**config.mk**
```make
export PLATFORM = sky130hd
export DESIGN_NAME = dual_fetch_queue_flat
export DESIGN_NICKNAME = d
export VERILOG_FILES = /design/src/rtl/dual_fetch_queue_if.sv /design/src/rtl/dual_fetch_queue.sv /design/src/flat_wrapper.sv
export SDC_FILE = /design/constraint.sdc
export NUM_CORES = 1
export LEC_CHECK = 0
export BUFFER_PORTS_ARGS = -buffer_cell sky130_fd_sc_hd__buf_2
export CAP_MARGIN = 10
export CORE_ASPECT_RATIO = 2
export CORE_UTILIZATION = 60
export DETAILED_ROUTE_END_ITERATION = 8
export PLACE_DENSITY = 0.77
export SLEW_MARGIN = 20
export SYNTH_ARGS = -nofsm -noshare
export SYNTH_HDL_FRONTEND = slang
export SYNTH_SLANG_ARGS = --single-unit
```
**constraint.sdc**
```tcl
create_clock -name clock -period 8.45 [get_ports clock]
set_input_delay 1.69 -clock clock [delete_from_list [all_inputs] [get_ports clock]]
set_output_delay 1.69 -clock clock [all_outputs]
set_load 0.01 [all_outputs]
```
**src/rtl/dual_fetch_queue_if.sv**
```systemverilog
// Fetch-queue bus: imem ports on one side, issue window on the other.
// master = fetch queue, slave = imem / issue environment.
interface dual_fetch_queue_if #(
    parameter int DEPTH = 8,
    parameter int AW    = 12,
    parameter int DW    = 32
);
    localparam int CW = $clog2(DEPTH) + 1;

    logic [AW-1:0] address_imem_1;
    logic [DW-1:0] q_imem_1;
    logic [AW-1:0] address_imem_2;
    logic [DW-1:0] q_imem_2;
    logic [1:0]    deq_count;
    logic          redirect;
    logic [AW-1:0] redirect_pc;
    logic [DW-1:0] inst_0;
    logic [AW-1:0] pc_0;
    logic          valid_0;
    logic [DW-1:0] inst_1;
    logic [AW-1:0] pc_1;
    logic          valid_1;
    logic [CW-1:0] count;

    modport master (
        output address_imem_1, address_imem_2,
        output inst_0, pc_0, valid_0,
        output inst_1, pc_1, valid_1, count,
        input  q_imem_1, q_imem_2,
        input  deq_count, redirect, redirect_pc
    );

    modport slave (
        input  address_imem_1, address_imem_2,
        input  inst_0, pc_0, valid_0,
        input  inst_1, pc_1, valid_1, count,
        output q_imem_1, q_imem_2,
        output deq_count, redirect, redirect_pc
    );
endinterface

```
**src/rtl/dual_fetch_queue.sv**
```systemverilog
// Dual-issue fetch stage: owns the PC, fetches PC/PC+1 each cycle into
// a circular queue and presents the two oldest entries to issue.
// Ports: clock, reset (async, active-high), bus (dual_fetch_queue_if.master).
module dual_fetch_queue #(
    parameter int DEPTH = 8,
    parameter int AW    = 12,
    parameter int DW    = 32
) (
    input  logic              clock,
    input  logic              reset,
    dual_fetch_queue_if.master bus
);
    localparam int PW = $clog2(DEPTH);
    localparam int CW = PW + 1;

    logic [AW-1:0] pc;
    logic [PW-1:0] head;
    logic [PW-1:0] tail;
    logic [CW-1:0] count;

    logic [DW-1:0] inst_mem [DEPTH];
    logic [AW-1:0] pc_mem   [DEPTH];

    logic [1:0]    enq;
    logic [1:0]    deq_req;
    logic [1:0]    eff;
    logic [PW-1:0] tail_plus;
    logic [PW-1:0] head_plus;
    logic [AW-1:0] pc_plus;

    assign tail_plus = tail + 1'b1;
    assign head_plus = head + 1'b1;
    assign pc_plus   = pc + 1'b1;

    // Enqueue depends only on registered occupancy; slots freed by a
    // same-cycle dequeue become usable next cycle.
    always_comb begin
        enq = 2'd0;
        if (count <= CW'(DEPTH - 2))
            enq = 2'd2;
        else if (count == CW'(DEPTH - 1))
            enq = 2'd1;
    end

    // Request of 3 behaves as 2; never pop more than is held.
    always_comb begin
        deq_req = bus.deq_count[1] ? 2'd2 : {1'b0, bus.deq_count[0]};
        eff     = deq_req;
        if (CW'(deq_req) > count)
            eff = count[1:0];
    end

    always_ff @(posedge clock or posedge reset) begin
        if (reset) begin
            pc    <= '0;
            head  <= '0;
            tail  <= '0;
            count <= '0;
        end else if (bus.redirect) begin
            pc    <= bus.redirect_pc;
            head  <= '0;
            tail  <= '0;
            count <= '0;
        end else begin
            pc    <= pc + AW'(enq);
            head  <= head + PW'(eff);
            tail  <= tail + PW'(enq);
            count <= count + CW'(enq) - CW'(eff);
        end
    end

    // Storage is deliberately not reset.
    always_ff @(posedge clock) begin
        if (!bus.redirect && enq != 2'd0) begin
            inst_mem[tail] <= bus.q_imem_1;
            pc_mem[tail]   <= pc;
        end
        if (!bus.redirect && enq == 2'd2) begin
            inst_mem[tail_plus] <= bus.q_imem_2;
            pc_mem[tail_plus]   <= pc_plus;
        end
    end

    assign bus.address_imem_1 = pc;
    assign bus.address_imem_2 = pc_plus;

    assign bus.inst_0  = inst_mem[head];
    assign bus.pc_0    = pc_mem[head];
    assign bus.valid_0 = (count != '0);
    assign bus.inst_1  = inst_mem[head_plus];
    assign bus.pc_1    = pc_mem[head_plus];
    assign bus.valid_1 = (count >= CW'(2));
    assign bus.count   = count;
endmodule

```
**src/flat_wrapper.sv**
```systemverilog
// flat-port wrapper written by rule: the top's interface ports become plain ports
module dual_fetch_queue_flat 
#(
    parameter int DEPTH = 8,
    parameter int AW    = 12,
    parameter int DW    = 32
)
  (clock, reset, bus_address_imem_1, bus_address_imem_2, bus_inst_0, bus_pc_0, bus_valid_0, bus_inst_1, bus_pc_1, bus_valid_1, bus_count, bus_q_imem_1, bus_q_imem_2, bus_deq_count, bus_redirect, bus_redirect_pc);
  dual_fetch_queue_if #(.DEPTH(DEPTH), .AW(AW), .DW(DW)) bus_i ();
  input  logic clock;
  input  logic reset;
  output wire logic [$bits(bus_i.address_imem_1)-1:0] bus_address_imem_1;
  output wire logic [$bits(bus_i.address_imem_2)-1:0] bus_address_imem_2;
  output wire logic [$bits(bus_i.inst_0)-1:0] bus_inst_0;
  output wire logic [$bits(bus_i.pc_0)-1:0] bus_pc_0;
  output wire logic [$bits(bus_i.valid_0)-1:0] bus_valid_0;
  output wire logic [$bits(bus_i.inst_1)-1:0] bus_inst_1;
  output wire logic [$bits(bus_i.pc_1)-1:0] bus_pc_1;
  output wire logic [$bits(bus_i.valid_1)-1:0] bus_valid_1;
  output wire logic [$bits(bus_i.count)-1:0] bus_count;
  input wire logic [$bits(bus_i.q_imem_1)-1:0] bus_q_imem_1;
  input wire logic [$bits(bus_i.q_imem_2)-1:0] bus_q_imem_2;
  input wire logic [$bits(bus_i.deq_count)-1:0] bus_deq_count;
  input wire logic [$bits(bus_i.redirect)-1:0] bus_redirect;
  input wire logic [$bits(bus_i.redirect_pc)-1:0] bus_redirect_pc;
  assign bus_address_imem_1 = bus_i.address_imem_1;
  assign bus_address_imem_2 = bus_i.address_imem_2;
  assign bus_inst_0 = bus_i.inst_0;
  assign bus_pc_0 = bus_i.pc_0;
  assign bus_valid_0 = bus_i.valid_0;
  assign bus_inst_1 = bus_i.inst_1;
  assign bus_pc_1 = bus_i.pc_1;
  assign bus_valid_1 = bus_i.valid_1;
  assign bus_count = bus_i.count;
  assign bus_i.q_imem_1 = bus_q_imem_1;
  assign bus_i.q_imem_2 = bus_q_imem_2;
  assign bus_i.deq_count = bus_deq_count;
  assign bus_i.redirect = bus_redirect;
  assign bus_i.redirect_pc = bus_redirect_pc;
  dual_fetch_queue #(.DEPTH(DEPTH), .AW(AW), .DW(DW)) u_core (.clock(clock), .reset(reset), .bus(bus_i));
endmodule
```
==> flow_summary.html <==
<table>
<tr><th>Metric</th><th>Value</th></tr>
<tr><th colspan="2">Job</th></tr>
<tr><td>Max Cap Viol</td><td>0</td></tr>
<tr><th colspan="2">Place</th></tr>
<tr><td>HPWL reported at the end of detailed placement</td><td>35.1 mm</td></tr>
<tr><td>GP Congestion</td><td>0.807</td></tr>
<tr><td>Buffers on Ports</td><td>198</td></tr>
<tr><td>Placed Cells incl. Taps</td><td>2327</td></tr>
<tr><th colspan="2">Global routing</th></tr>
<tr><td>Via count of the first global-routing pass</td><td>16400</td></tr>
<tr><td>All-layer global routing usage</td><td>0.343</td></tr>
<tr><td>Gr ovfl total</td><td>0</td></tr>
<tr><td>Antenna violations before repair</td><td>13</td></tr>
<tr><td>GRT met2 Usage</td><td>0.589</td></tr>
<tr><td>Fraction of met1 tracks used by global routing</td><td>0.403</td></tr>
<tr><td>Largest net degree at the start of global routing</td><td>67</td></tr>
<tr><td>First-pass GRT wire length</td><td>93.7 mm</td></tr>
<tr><td>Global-route layer with the greatest usage</td><td>met2</td></tr>
<tr><td>Met3 track utilization from global routing</td><td>0.0488</td></tr>
<tr><th colspan="2">STA</th></tr>
<tr><td>Minimum clock period after layout</td><td>5.95 ns</td></tr>
<tr><td>Share of the clock period used by the worst path after layout</td><td>0.704</td></tr>
<tr><td>Final count of pins violating max slew</td><td>0</td></tr>
<tr><td>Slew Limit Headroom</td><td>0.247</td></tr>
<tr><td>Max Clock Skew</td><td>0.0299 ns</td></tr>
<tr><td>Final setup violation count</td><td>0</td></tr>
<tr><td>Setup TNS</td><td>0 ns</td></tr>
<tr><td>Fmax</td><td>0.168 GHz</td></tr>
<tr><td>Tightest Pin Transition</td><td>1.13 ns</td></tr>
<tr><td>RSZ-0062 raised after global routing</td><td>false</td></tr>
<tr><td>Fin. Hold Viols</td><td>0</td></tr>
<tr><th colspan="2">Synthesis</th></tr>
<tr><td>Total number of yosys warnings</td><td>0</td></tr>
<tr><td>Number of distinct library cells after synthesis</td><td>40</td></tr>
<tr><td>Fraction of registers with async set or reset after synthesis</td><td>0.0588</td></tr>
<tr><td>Sequential fraction of the synthesis area</td><td>0.504</td></tr>
<tr><td>Number of enable flip-flop cells after synthesis</td><td>352</td></tr>
<tr><td>Synth Instances</td><td>1801</td></tr>
<tr><td>Post-Synthesis Net Count</td><td>1903</td></tr>
<tr><td>Primary FF master, synth</td><td>sky130_fd_sc_hd__edfxtp_1</td></tr>
<tr><td>Number of flip-flops and latches in the synthesized netlist</td><td>374</td></tr>
<tr><td>Mean area per synthesized cell</td><td>12.2 µm²</td></tr>
<tr><td>Mapped Area</td><td>22100 µm²</td></tr>
<tr><th colspan="2">Power</th></tr>
<tr><td>Total Power</td><td>8380 µW</td></tr>
<tr><td>Leak Pwr</td><td>0.00903 µW</td></tr>
<tr><td>Pwr/cell area</td><td>340 nW/µm²</td></tr>
<tr><td>Worst ir drop on vdd</td><td>283 µV</td></tr>
<tr><th colspan="2">Drt</th></tr>
<tr><td>Number of vias in the routed layout</td><td>15800</td></tr>
<tr><td>Routed wire per std cell</td><td>26.0 µm</td></tr>
<tr><td>Remaining antenna violation count</td><td>0</td></tr>
<tr><td>Total DRC errors in the routed layout</td><td>0</td></tr>
<tr><td>DRT iter0 DRCs</td><td>1774</td></tr>
<tr><td>Router iterations before antenna repair</td><td>6</td></tr>
<tr><td>Total Routed Length</td><td>62.4 mm</td></tr>
<tr><td>Avg Vias per Cell</td><td>6.59</td></tr>
<tr><th colspan="2">Floorplanning</th></tr>
<tr><td>Number of top-level pins</td><td>199</td></tr>
<tr><td>Total number of placement rows</td><td>99</td></tr>
<tr><td>Starting density of the core</td><td>0.608</td></tr>
<tr><td>X dimension of the die</td><td>138 µm</td></tr>
<tr><td>Area of the placeable core</td><td>36300 µm²</td></tr>
<tr><td>Height of the die</td><td>273 µm</td></tr>
<tr><td>Die Outline Area</td><td>37600 µm²</td></tr>
<tr><th colspan="2">Final layout</th></tr>
<tr><td>Share of final-layout standard cells stronger than drive strength 1</td><td>0.331</td></tr>
<tr><td>Area of the multi-input gates</td><td>10500 µm²</td></tr>
<tr><td>Filler Cells Inserted</td><td>2537</td></tr>
<tr><td>Non-filler instance count after layout</td><td>2402</td></tr>
<tr><td>Post-layout net count</td><td>2013</td></tr>
<tr><td>Area taken by flip-flops and latches</td><td>11100 µm²</td></tr>
<tr><td>Leading cell types in the layout, fill and taps excluded</td><td>sky130_fd_sc_hd__nand2_1 (665), sky130_fd_sc_hd__edfxtp_1 (352), sky130_fd_sc_hd__buf_2 (198)</td></tr>
<tr><td>Commonest non-fill, non-tap cell in the layout</td><td>sky130_fd_sc_hd__nand2_1</td></tr>
<tr><td>Area growth from synthesis to layout</td><td>11.6%</td></tr>
<tr><th colspan="2">Worst setup path</th></tr>
<tr><td>Required arrival time at the worst endpoint</td><td>6.76 ns</td></tr>
<tr><td>Buf+Inv Stages, Crit Path</td><td>3</td></tr>
<tr><td>Critical Path Source Type</td><td>register</td></tr>
<tr><td>Crit path capture type</td><td>output port</td></tr>
<tr><td>Setup slack, reg-to-reg</td><td>4.55 ns</td></tr>
<tr><td>Worst path max stage delay</td><td>0.93 ns</td></tr>
<tr><td>Gate family responsible for the most delay along the worst path</td><td>buffers and inverters</td></tr>
<tr><td>Crit Path Category</td><td>register to output port</td></tr>
<tr><td>Slowest-stage cell, CP</td><td>sky130_fd_sc_hd__ha_4</td></tr>
<tr><td>Top fanout value on the critical path</td><td>51</td></tr>
<tr><td>Sequence of cells on the critical path</td><td>buf_16, ha_4, buf_4, mux4_2, mux2_2, buf_2</td></tr>
<tr><td>Worst path arrival time</td><td>4.26 ns</td></tr>
<tr><th colspan="2">Clock tree</th></tr>
<tr><td>Clock transition at the registers of the reported paths</td><td>0.07 ns</td></tr>
<tr><td>Post-CTS Setup Bufs</td><td>0</td></tr>
<tr><td>Clock tree from TritonCTS</td><td>done</td></tr>
<tr><td>CTS HTree Levels</td><td>2</td></tr>
<tr><td>Post-CTS Hold Fix Bufs</td><td>0</td></tr>
<tr><td>Root buffer selected by CTS</td><td>sky130_fd_sc_hd__clkbuf_16</td></tr>
<tr><td>Number of buffers on the longest clock path</td><td>3</td></tr>
<tr><td>Sink count of the clock tree</td><td>374</td></tr>
<tr><td>Post-CTS resize count</td><td>0</td></tr>
<tr><td>Clock latency on the worst-skew pair</td><td>0.55 ns</td></tr>
<tr><td>Clock buffer count from CTS</td><td>35</td></tr>
<tr><th colspan="2">Run status</th></tr>
<tr><td>Status</td><td>finished, final reports clean</td></tr>
<tr><th colspan="2">Hold path</th></tr>
<tr><td>Type of the tightest min-delay check</td><td>register to register</td></tr>
</table>
-- logic make-up after synthesis --
logic type | share of synthesized area
flops | 0.504
mux | 0.258
buf+inv | 0.0309
simple gates | 0.138
fa+ha+maj | 0.0136
xor+xnor | 0.0460
compound gates | 0.00908
-- tightest hold or removal path, stage by stage, from the launching register on --
cell	delay, ns
sky130_fd_sc_hd__dfrtp_1	0.48
sky130_fd_sc_hd__xor2_1	0.11
sky130_fd_sc_hd__nor2_1	0.09
-- metrics by stage --
stage / hold slack, ns / utilization / setup slack, ns / instance area, µm²
after CTS: 0.714 / 0.676 / 2.31 / 24600
after detailed placement: 0.698 / 0.645 / 2.89 / 23400
after global placement: 0.671 / 0.645 / 2.97 / 23400
after floorplan: 0.612 / - / 2.36 / 22100
after global routing: 0.765 / 0.678 / 2.33 / 24600
final: 0.723 / 0.678 / 2.50 / 24600
-- cells in the mapped netlist, types with 2 or more instances --
master	n	area (µm²)
sky130_fd_sc_hd__nand2_1	665	2500
sky130_fd_sc_hd__edfxtp_1	352	10600
sky130_fd_sc_hd__mux4_2	176	3960
sky130_fd_sc_hd__mux2_2	153	1720
sky130_fd_sc_hd__xnor2_1	85	744
sky130_fd_sc_hd__clkbuf_1	72	270
sky130_fd_sc_hd__buf_1	59	221
sky130_fd_sc_hd__xor2_1	29	254
sky130_fd_sc_hd__buf_2	26	130
sky130_fd_sc_hd__nor2_1	26	97.6
sky130_fd_sc_hd__o21ai_0	25	125
sky130_fd_sc_hd__dfrtp_1	22	551
sky130_fd_sc_hd__ha_1	16	200
sky130_fd_sc_hd__inv_1	15	56.3
sky130_fd_sc_hd__nand4_1	13	81.3
sky130_fd_sc_hd__nand3_1	9	45.0
sky130_fd_sc_hd__nor3_1	8	40.0
sky130_fd_sc_hd__nor4_2	7	87.6
sky130_fd_sc_hd__nand2b_1	6	37.5
sky130_fd_sc_hd__nor2b_1	6	37.5
sky130_fd_sc_hd__fa_1	5	100
sky130_fd_sc_hd__a21o_1	2	15.0
sky130_fd_sc_hd__nand4b_1	2	17.5
sky130_fd_sc_hd__nor3b_1	2	15.0
sky130_fd_sc_hd__o21bai_1	2	15.0
sky130_fd_sc_hd__o31ai_1	2	15.0
sky130_fd_sc_hd__or3_1	2	12.5
sky130_fd_sc_hd__or3b_2	2	17.5
-- sequential cells by signal, indices dropped and copies added, names as in the netlist --
| signal | flops |
|---|---|
| u_core.inst_mem | 256 |
| u_core.pc_mem | 96 |
| u_core.bus.address_imem_1 | 12 |
| u_core.bus.count | 4 |
| u_core.head | 3 |
| u_core.tail | 3 |
-- where the power goes --
group,leakage [µW],total (µW),switching (µW),internal (µW)
logic,0.00499,4000,2090,1910
clock network,0.000546,1590,705,885
registers,0.00350,2790,304,2490
-- final cells by class --
class	count	area share
antenna	12	0.00122
clock buffer	42	0.0379
clock inverter	20	0.00778
inverter	16	0.00244
multi-input combinational	1254	0.425
sequential	374	0.452
tap	454	0.0231
timing repair buffer	230	0.0510
-- layer usage --
layer | part of all wire | vias to the layer above
li1 | - | 6677
met1 | 0.33 | 7898
met2 | 0.52 | 1015
met3 | 0.091 | 248
met4 | 0.056 | 2
met5 | 0.00013 | -
-- worst paths after layout --
check,startpoint,cells after the start,end
hold reg to reg,u_core.tail[2],2,u_core.tail[2]
hold / removal,u_core.tail[2],2,u_core.tail[2]
max in group asynchronous,reset,2,u_core.head[0]
min in group asynchronous,reset,2,u_core.head[1]
setup reg to reg,u_core.bus.count[3],8,u_core.inst_mem[6][27]
setup / recovery,u_core.head[0],6,bus_pc_1[1]
No activity file was read; power rests on OpenSTA's default activity.
